<file path="config.mk">
export PLATFORM = sky130hd
export DESIGN_NAME = arb_requester
export DESIGN_NICKNAME = d
export VERILOG_FILES = /design/src/rtl/arb_requester_pkg.sv /design/src/rtl/arb_requester_sync_fifo.sv /design/src/rtl/arb_requester.sv
export SDC_FILE = /design/constraint.sdc
export NUM_CORES = 1
export LEC_CHECK = 0
export BUFFER_PORTS_ARGS = -buffer_cell sky130_fd_sc_hd__buf_2
export CORE_ASPECT_RATIO = 2
export CORE_UTILIZATION = 40
export DETAILED_ROUTE_END_ITERATION = 10
export SLEW_MARGIN = 30
export SYNTH_ARGS = -nofsm -noshare
export SYNTH_HDL_FRONTEND = slang
export SYNTH_SLANG_ARGS = --single-unit
</file>
<file path="constraint.sdc">
create_clock -name in_clk -period 2.7 [get_ports in_clk]
set_input_delay 0 -clock in_clk [delete_from_list [all_inputs] [get_ports in_clk]]
set_output_delay 0 -clock in_clk [all_outputs]
set_load 0.005 [all_outputs]
</file>
<file path="src/rtl/arb_requester_pkg.sv">
// ============================================================================
// arb_requester_pkg : shared types and defaults for the arbiter requester port
// Revision: 1.0
// ============================================================================
`default_nettype none

package arb_requester_pkg;

    localparam int unsigned DEF_DATA_W = 32;
    localparam int unsigned DEF_DEPTH  = 8;

    typedef enum logic [1:0] {
        S_IDLE = 2'b00,
        S_REQ  = 2'b01,
        S_XFER = 2'b10,
        S_REL  = 2'b11
    } state_e;

endpackage

`default_nettype wire

</file>
<file path="src/rtl/arb_requester_sync_fifo.sv">
// ============================================================================
// sync_fifo : first-word-fall-through FIFO with occupancy count
// Revision: 1.0
// ============================================================================
`default_nettype none

module sync_fifo #(
    parameter int unsigned WIDTH = 33,
    parameter int unsigned DEPTH = 8,
    parameter int unsigned CNT_W = 4
) (
    input  logic             clk_i,
    input  logic             rst_ni,
    input  logic             wr_en_i,
    input  logic [WIDTH-1:0] wr_data_i,
    input  logic             rd_en_i,
    output logic [WIDTH-1:0] head_o,
    output logic             full_o,
    output logic [CNT_W-1:0] count_o
);

    localparam int unsigned AW = $clog2(DEPTH);

    logic [WIDTH-1:0] mem_q [DEPTH];
    logic [AW-1:0]    wr_ptr_q;
    logic [AW-1:0]    rd_ptr_q;
    logic [CNT_W-1:0] count_q;

    // Enables arrive already qualified by the owner; pointers wrap naturally
    // because DEPTH is a power of two.
    always_ff @(posedge clk_i or negedge rst_ni) begin
        if (!rst_ni) begin
            for (int i = 0; i < int'(DEPTH); i++) begin
                mem_q[i] <= '0;
            end
            wr_ptr_q <= '0;
            rd_ptr_q <= '0;
            count_q  <= '0;
        end else begin
            if (wr_en_i) begin
                mem_q[wr_ptr_q] <= wr_data_i;
                wr_ptr_q        <= wr_ptr_q + 1'b1;
            end
            if (rd_en_i) begin
                rd_ptr_q <= rd_ptr_q + 1'b1;
            end
            case ({wr_en_i, rd_en_i})
                2'b10:   count_q <= count_q + 1'b1;
                2'b01:   count_q <= count_q - 1'b1;
                default: count_q <= count_q;
            endcase
        end
    end

    assign head_o  = mem_q[rd_ptr_q];
    assign full_o  = (count_q == CNT_W'(DEPTH));
    assign count_o = count_q;

endmodule

`default_nettype wire

</file>
<file path="src/rtl/arb_requester.sv">
// ============================================================================
// arb_requester : packet-buffering requester port for the round-robin arbiter
// Revision: 1.0
// ============================================================================
`default_nettype none

module arb_requester
    import arb_requester_pkg::*;
#(
    parameter int unsigned DATA_W = DEF_DATA_W,
    parameter int unsigned DEPTH  = DEF_DEPTH,
    parameter int unsigned CNT_W  = 4
) (
    input  logic              in_clk,
    input  logic              in_reset,
    input  logic              in_wr_valid,
    input  logic [DATA_W-1:0] in_wr_data,
    input  logic              in_wr_last,
    output logic              out_wr_ready,
    output logic              out_request,
    input  logic              in_grant,
    output logic              out_bus_valid,
    output logic [DATA_W-1:0] out_bus_data,
    output logic              out_bus_last,
    input  logic              in_bus_ready,
    output logic [CNT_W-1:0]  out_count,
    output logic              out_error
);

    state_e           state_q;
    logic             request_q;
    logic             bus_valid_q;
    logic             error_q;
    logic [CNT_W-1:0] pkt_cnt_q;

    logic [DATA_W:0]  head;
    logic             head_last;
    logic             fifo_full;
    logic [CNT_W-1:0] fifo_count;
    logic             rd_fire;
    logic             wr_fire;
    logic [CNT_W-1:0] count_d;

    assign head_last = head[DATA_W];
    assign rd_fire   = bus_valid_q & in_bus_ready;
    // A full FIFO still takes a write in the same cycle the head is popped.
    assign wr_fire   = in_wr_valid & (~fifo_full | rd_fire);
    assign count_d   = fifo_count + CNT_W'(wr_fire) - CNT_W'(rd_fire);

    sync_fifo #(
        .WIDTH (DATA_W + 1),
        .DEPTH (DEPTH),
        .CNT_W (CNT_W)
    ) u_fifo (
        .clk_i     (in_clk),
        .rst_ni    (in_reset),
        .wr_en_i   (wr_fire),
        .wr_data_i ({in_wr_last, in_wr_data}),
        .rd_en_i   (rd_fire),
        .head_o    (head),
        .full_o    (fifo_full),
        .count_o   (fifo_count)
    );

    always_ff @(posedge in_clk or negedge in_reset) begin
        if (!in_reset) begin
            state_q     <= S_IDLE;
            request_q   <= 1'b0;
            bus_valid_q <= 1'b0;
            error_q     <= 1'b0;
            pkt_cnt_q   <= '0;
        end else begin
            case ({wr_fire & in_wr_last, rd_fire & head_last})
                2'b10:   pkt_cnt_q <= pkt_cnt_q + 1'b1;
                2'b01:   pkt_cnt_q <= pkt_cnt_q - 1'b1;
                default: pkt_cnt_q <= pkt_cnt_q;
            endcase

            case (state_q)
                S_IDLE: begin
                    if (pkt_cnt_q != '0) begin
                        state_q   <= S_REQ;
                        request_q <= 1'b1;
                    end
                end
                S_REQ: begin
                    if (in_grant) begin
                        state_q     <= S_XFER;
                        bus_valid_q <= (count_d != '0);
                    end
                end
                S_XFER: begin
                    if (rd_fire && head_last) begin
                        state_q     <= S_REL;
                        request_q   <= 1'b0;
                        bus_valid_q <= 1'b0;
                    end else if (!in_grant) begin
                        // Unsent words of this packet stay queued for the next tenure.
                        state_q     <= S_REL;
                        request_q   <= 1'b0;
                        bus_valid_q <= 1'b0;
                        error_q     <= 1'b1;
                    end else begin
                        bus_valid_q <= (count_d != '0);
                    end
                end
                S_REL: begin
                    if (!in_grant) begin
                        state_q <= S_IDLE;
                    end
                end
                default: begin
                    state_q     <= S_IDLE;
                    request_q   <= 1'b0;
                    bus_valid_q <= 1'b0;
                end
            endcase
        end
    end

    assign out_wr_ready  = ~fifo_full;
    assign out_request   = request_q;
    assign out_bus_valid = bus_valid_q;
    assign out_bus_data  = head[DATA_W-1:0];
    assign out_bus_last  = bus_valid_q & head_last;
    assign out_count     = fifo_count;
    assign out_error     = error_q;

endmodule

`default_nettype wire

</file>
; After elaboration in Yosys (flattened, before gate mapping)
; Cells that the tools add are included.
[word_totals]
elab_cells = 85
out_inout_bits = 41
in_bits = 38
regBits = 283
[op_classes]
n_lt_le_gt_ge = 3
mux = 22
n_eq_ne = 12
n_reduce_logical = 13
addsub = 8
bitwise = 11
[op_table]
columns = cell, count
row1 = 264-bit bitwise mux, 1
row2 = 33-bit binary-select mux with 3-bit select, 1
row3 = 33-bit demux with 3-bit select, 1
row4 = 33-bit two-way mux, 3
row5 = 4-bit case mux with 2 select lines, 2
row6 = 2-bit two-way mux, 5
row7 = "4-bit by 1-bit adder with 4-bit output, second input constant", 2
row8 = "2-bit equality test, second input constant", 4
row9 = "4-bit greater-or-equal comparator, second input constant", 2
row10 = 3-bit inverter with 4-bit output, 2
row11 = 2-bit case mux with 4 select lines, 1
row12 = 2-bit nonzero test, 4
row13 = 4-bit nonzero test, 2
row14 = "4-bit by 1-bit subtractor with 4-bit output, second input constant", 2
row15 = "3-bit by 1-bit adder with 3-bit output, second input constant", 2
row16 = "2-bit by 1-bit equality test with 1-bit output, second input constant", 3
row17 = 1-bit two-way mux, 6
row18 = "2-bit inequality test, second input constant", 3
row19 = 3-bit AND reduction, 2
row20 = 1-bit bitwise AND, 5
row21 = 4-bit by 1-bit adder with 4-bit output, 1
row22 = "4-bit equality test, second input constant", 1
row23 = "4-bit by 1-bit less-than comparator with 1-bit output, second input constant", 1
row24 = 1-bit case mux with 2 select lines, 2
row25 = 8 further kinds, 11

; Depth between registers and ports, before layout
[logic_depth]
depth_word = 10
ltp_mapped = 15
ltp_nobuf = 14

; Hierarchy
; A second synthesis with hierarchy kept.
[hier_totals]
cells_unflattened = 810
area_unflattened_um2 = 13244.0
[modules_own_cells]
columns = mod, area_per_inst_um2, cells_each, seq_area_each_um2, instances
row1 = sync_fifo, 12446.9, 724, 6856.6, 1
row2 = arb_requester, 797.0, 86, 225.2, 1

; Worst setup path after synthesis
; Ideal clock, no wire load.
[synth_path]
kind = flip-flop to flip-flop
from = reg u_fifo.count_q[2], in the netlist u_fifo.count_o[2]
to = reg bus_valid_q, in the netlist out_bus_valid
path_stages_with_launch = 15
n_path_buf = 1
path_slack_ns = 0.028
required_ns = 2.613
setup_time_ns = 0.087
period_less_slack_ns = 2.672
arrival_time_ns = 2.586
cell_sequence = dfrtp_1 -> inv_1 -> ha_1 -> or3b_4 -> nand3_1 -> and2_1 -> clkbuf_1 -> inv_1 -> ha_1 -> inv_1 -> fa_1 -> nor3b_1 -> o21ai_0 -> a31oi_1 -> o211ai_1
[synth_between]
elab_chain_cells = 10
word_cells_on_any_way = 11
classes_between = add/sub (2) / eq/ne (1) / mux (4) / bitwise (3) / reduce/logical (1)
[synth_lines]
columns = item, line_no
row1 = "start, declared", arb_requester_sync_fifo.sv:27  ; logic [CNT_W-1:0] count_q;
row2 = "start signal, assigned", arb_requester_sync_fifo.sv:48  ; 2'b10: count_q <= count_q + 1'b1;
row3 = "start signal, assigned", arb_requester_sync_fifo.sv:49  ; 2'b01: count_q <= count_q - 1'b1;
row4 = "start signal, assigned", arb_requester_sync_fifo.sv:50  ; default: count_q <= count_q;
row5 = 4-bit equality test *, arb_requester_sync_fifo.sv:56  ; assign full_o = (count_q == CNT_W'(DEPTH));
row6 = 1-bit inverter *, -
row7 = via out_wr_ready, arb_requester.sv:19  ; output logic out_wr_ready,
row8 = 1-bit OR *, arb_requester.sv:47  ; assign wr_fire = in_wr_valid & (~fifo_full | rd_fire);
row9 = 1-bit bitwise AND *, arb_requester.sv:47
row10 = 4-bit by 1-bit adder with 4-bit output *, arb_requester.sv:48  ; assign count_d = fifo_count + CNT_W'(wr_fire) - CNT_W'(rd_fire);
row11 = 4-bit by 1-bit subtractor with 4-bit output *, arb_requester.sv:48
row12 = 4-bit nonzero test *, "arb_requester.sv:89, arb_requester.sv:104"
row13 = 1-bit two-way mux, arb_requester.sv:97  ; end else if (!in_grant) begin
row14 = 1-bit two-way mux, arb_requester.sv:93  ; if (rd_fire && head_last) begin
row15 = 1-bit case mux with 2 select lines *, arb_requester.sv:79  ; case (state_q)
row16 = "end signal, assigned", arb_requester.sv:89  ; bus_valid_q <= (count_d != '0);
row17 = "end signal, assigned", arb_requester.sv:104  ; bus_valid_q <= (count_d != '0);
row18 = "end, declared", arb_requester.sv:32  ; logic bus_valid_q;
; The timed path passes the listed nets; every way through them passes the cells marked *. The select of a mux whose other input is x is not followed.
; A chain may end at the register's enable or synchronous reset.

; Worst setup path after layout
[layout_path]
from = reg u_fifo.count_q[2], in the netlist u_fifo.count_o[2]
to = reg bus_valid_q, in the netlist out_bus_valid
[layout_between]
elab_chain_cells = 10
word_cells_on_any_way = 11
classes_between = add/sub (2) / eq/ne (1) / mux (4) / bitwise (3) / reduce/logical (1)
[layout_lines]
columns = item, line_no
row1 = 4-bit equality test, arb_requester_sync_fifo.sv:56
row2 = 1-bit inverter, arb_requester.sv:47
row3 = 1-bit OR, arb_requester.sv:47
row4 = 1-bit bitwise AND, arb_requester.sv:47
row5 = 4-bit by 1-bit adder with 4-bit output *, arb_requester.sv:48
row6 = 4-bit by 1-bit subtractor with 4-bit output *, arb_requester.sv:48
row7 = 4-bit nonzero test *, "arb_requester.sv:89, arb_requester.sv:104"
row8 = 1-bit two-way mux, arb_requester.sv:97
row9 = 1-bit two-way mux, arb_requester.sv:93
row10 = 1-bit case mux with 2 select lines *, arb_requester.sv:79
; Mark *: on every way between the ends. The rest lies on a longest branch, timed or not. The select of a mux whose other input is x is not followed.

==> metrics <==
outcome=finished, final reports clean; total power=around 20 mW; routed wire length=28530 µm; CTS root buf=clkbuf_16; DRC Markers=0; First-pass DRT Iterations=4; FF-to-FF Start=u_fifo.count_o[2]; n_diodes=0; sequential power share=38.3%; FF+latch count, synth=283; Rows=93; maximum VDD drop=between 0.6 and 0.7 mV; Layout fillers=2927; clk sink count=roughly 280; Core ar.=around 32000 µm²; DIE AREA=33770 µm²; Lkg Pwr=6.784 nW; kind of end point of the critical path=register; CTS tree=yes; clk_skew=0.01689 ns; min cycle time layout=2.571 ns; Port Buf Inserts=slightly below 80; crit-path max FO=4; Net Sw Frac=a little under a third; initial antenna violation count=0; asr flop ratio synth=100.0%; Finished Core Util=around half; mux contribution to synthesized area=37.50%; post-synth cell types=47; Clock power frac=roughly a fifth; clock latency on the worst-skew pair=between 0.5 and 0.6 ns; synthesized area=about 13000 µm²; First DRT Iteration DRCs=191; DIE HEIGHT=about 260 µm; Num CTS Buffers=26; P&R area growth vs syn=17.94%; r2r setup slk=roughly 0.13 ns; crit path DAT=3.03 ns; IO Count=79; Yosys warnings=0; Synth Area in Compound Gates=roughly 1.3%; Net count, final=around 1000; Post-synth EDFFs=0; first-pass GRT wire length=~47000 µm; fin. max-slew vios=0; gpl congestion=around 0.8; Post-synth top flop=dfrtp_1; DP Cell Count=~1300; Cell Pwr Density=~1300 nW/µm²; Post-Synthesis Cells=820; Critical Path RT=approximately 3.2 ns; crit start category=register; normalized max-slew margin=a little under half; Worst-Margin Slew=just under 0.8 ns; WS Path Type=reg -> reg; maxcap violations=0; FF-to-FF End=out_bus_valid; Cell Int Power=13.88 mW; Clock Pin Slew Worst Setup and Hold Paths=0.06 ns; vias in the first global route=between 8000 and 9000; XOR/XNOR share of the synthesized area=less than 1%; path depth of the worst reg2reg path=13; Fin Hold WS=between 0.07 and 0.08 ns; period utilization=around 95%; GRT Overall Usage=between 15 and 20%; initial core utilization=40.80%; drt via density=~5.3; Fmax=roughly 390 MHz; adder-cell share of the synthesized area=under 10%; Combinational Power Share=a little over two fifths; min-delay worst type=in -> async; grt ovf=0; wire per inst=20.54 µm; H-Tree Depth=1; number of nets with antenna violations after routing=0; Simple-Gate Fraction of Synth Area=~2.3%; via count=around 7300; Clock Path Buffers=3; register area share after synthesis=53.66%; DPL Wire Length=~17000 µm; final std cells w/o fill=roughly 1400; largest family of logic cells by synthesized area=multiplexers; syn avg cell area=roughly 16 µm²; sw power=approximately 6.0 mW; # setup viols final=0; endpoints failing hold=0; Die X=130.4 µm; largest net degree at the start of global routing=slightly below 90; Synth Net Count=877; layout cells sized above 1=55.20%
registers in the layout (all words and copies together) (netlist names):
name / cells
out_bus_valid: 1
out_error: 1
out_request: 1
pkt_cnt_q: 4
state_q: 2
u_fifo.count_o: 4
u_fifo.mem_q: 264
u_fifo.rd_ptr_q: 3
u_fifo.wr_ptr_q: 3
cells by family after synthesis:
| family | Yosys count |
|---|---|
| and+or+nand+nor | 47 |
| muxes | 366 |
| buffers and inverters | 69 |
| DFF | 283 |
| AOI/OAI and AO/OA | 24 |
| adders and majority gates | 19 |
| xor gates and xnor gates | 12 |
cell type report:
class / count / area (µm²) / area share [%]
tap: 427 / 534.3 / 3.432
multi-input combinational: 468 / 5807 / 37.31
clock buffer: 36 / 769.5 / 4.944
timing repair buffer: 148 / 1147 / 7.371
sequential: 283 / 7091 / 45.55
inverter: 17 / 63.81 / 0.4100
clock inverter: 10 / 152.6 / 0.9807
worst max path at each step:
stage	slack (ns)	start	depth (start not counted)	end
floorplan	0.03	u_fifo.count_o[2]	14	out_bus_valid
global placement	0.13	u_fifo.count_o[2]	14	out_bus_valid
detailed placement	0.07	u_fifo.count_o[2]	14	out_bus_valid
CTS	0.002	u_fifo.rd_ptr_q[1]	4	out_bus_data[30]
global route	-0.001	u_fifo.count_o[2]	13	out_bus_valid
finish	0.13	u_fifo.count_o[2]	13	out_bus_valid
what timing repair did:
item | in CTS | in global routing
hold buffers | 37 | 0
hold endpoints to repair | 371 | 0
setup endpoints to repair | 0 | 5
setup buffers | 0 | 1
resized for setup | 0 | 7
routing by layer:
metal	vias up	part of all wire [%]	GRT usage [%]
met1	3950	39	21.70
met3	27	2.4	1.899
met5	-	0	0
met2	86	56	33.82
met4	0	1.8	4.693
li1	3267	-	-
power groups by stage:
stage          Sequential [mW]  Combinational, mW  Clock, mW
6_report                  7.59               8.28       3.97
3_3_place_gp              7.60               8.24          0
4_1_cts                   7.61               8.48       4.07
5_1_grt                   7.87               9.08       4.23
2_1_floorplan             7.15               6.29          0
3_5_place_dp              7.67               8.40          0
stage by stage:
stage | setup TNS, ns | cell area (µm²) | setup WS, ns
2_1_floorplan | 0 | 13200 | 0.02764
5_1_grt | -0.0009672 | 15560 | -0.0009672
3_5_place_dp | 0 | 14250 | 0.07402
6_report | 0 | 15560 | 0.1290
4_1_cts | 0 | 15540 | 0.001824
3_3_place_gp | 0 | 14250 | 0.1339
cell usage in the layout, fill, tap and decap left out, types with 10 or more instances in the layout:
cell / instances
clkbuf_16: 27
mux2_2: 264
buf_2: 77
dlygate4sd3_1: 37
ha_1: 16
mux4_2: 64
dfrtp_1: 280
inv_1: 16
buf_12: 10
buf_4: 22
mux2_4: 30
nand2_1: 12
critical path: stages, from the launching register on:
cell and delay (ns):
dfrtp_1 0.41, inv_2 0.08, ha_1 0.13, or3b_4 0.40, nand3_2 0.09, and2_4 0.14, inv_1 0.04, ha_1 0.18
inv_1 0.07, fa_2 0.42, nor3b_2 0.16, o21ai_1 0.10, a31oi_1 0.11, o211ai_1 0.17
synth_stat cells (3+ instances only):
master    count  area (µm²)
nand2_1      13       48.80
dfrtp_1     283        7082
inv_1        17       63.81
xnor2_1       9       78.83
nor2b_1       3       18.77
buf_6         4       45.04
ha_1         16       200.2
o21ai_0       5       25.02
nand4_1       4       25.02
mux2_4       30       450.4
buf_4         3       22.52
clkbuf_1     16       60.06
a21oi_1       6       30.03
nor2_1        7       26.28
buf_2        28       140.1
mux2_2      264        2973
mux2i_1       5       50.05
mux2_1        3       33.78
xor2_1        3       26.28
fa_1          3       60.06
mux4_2       64        1441
nand3_1       5       25.02
Power figures use the tool's default switching activity.
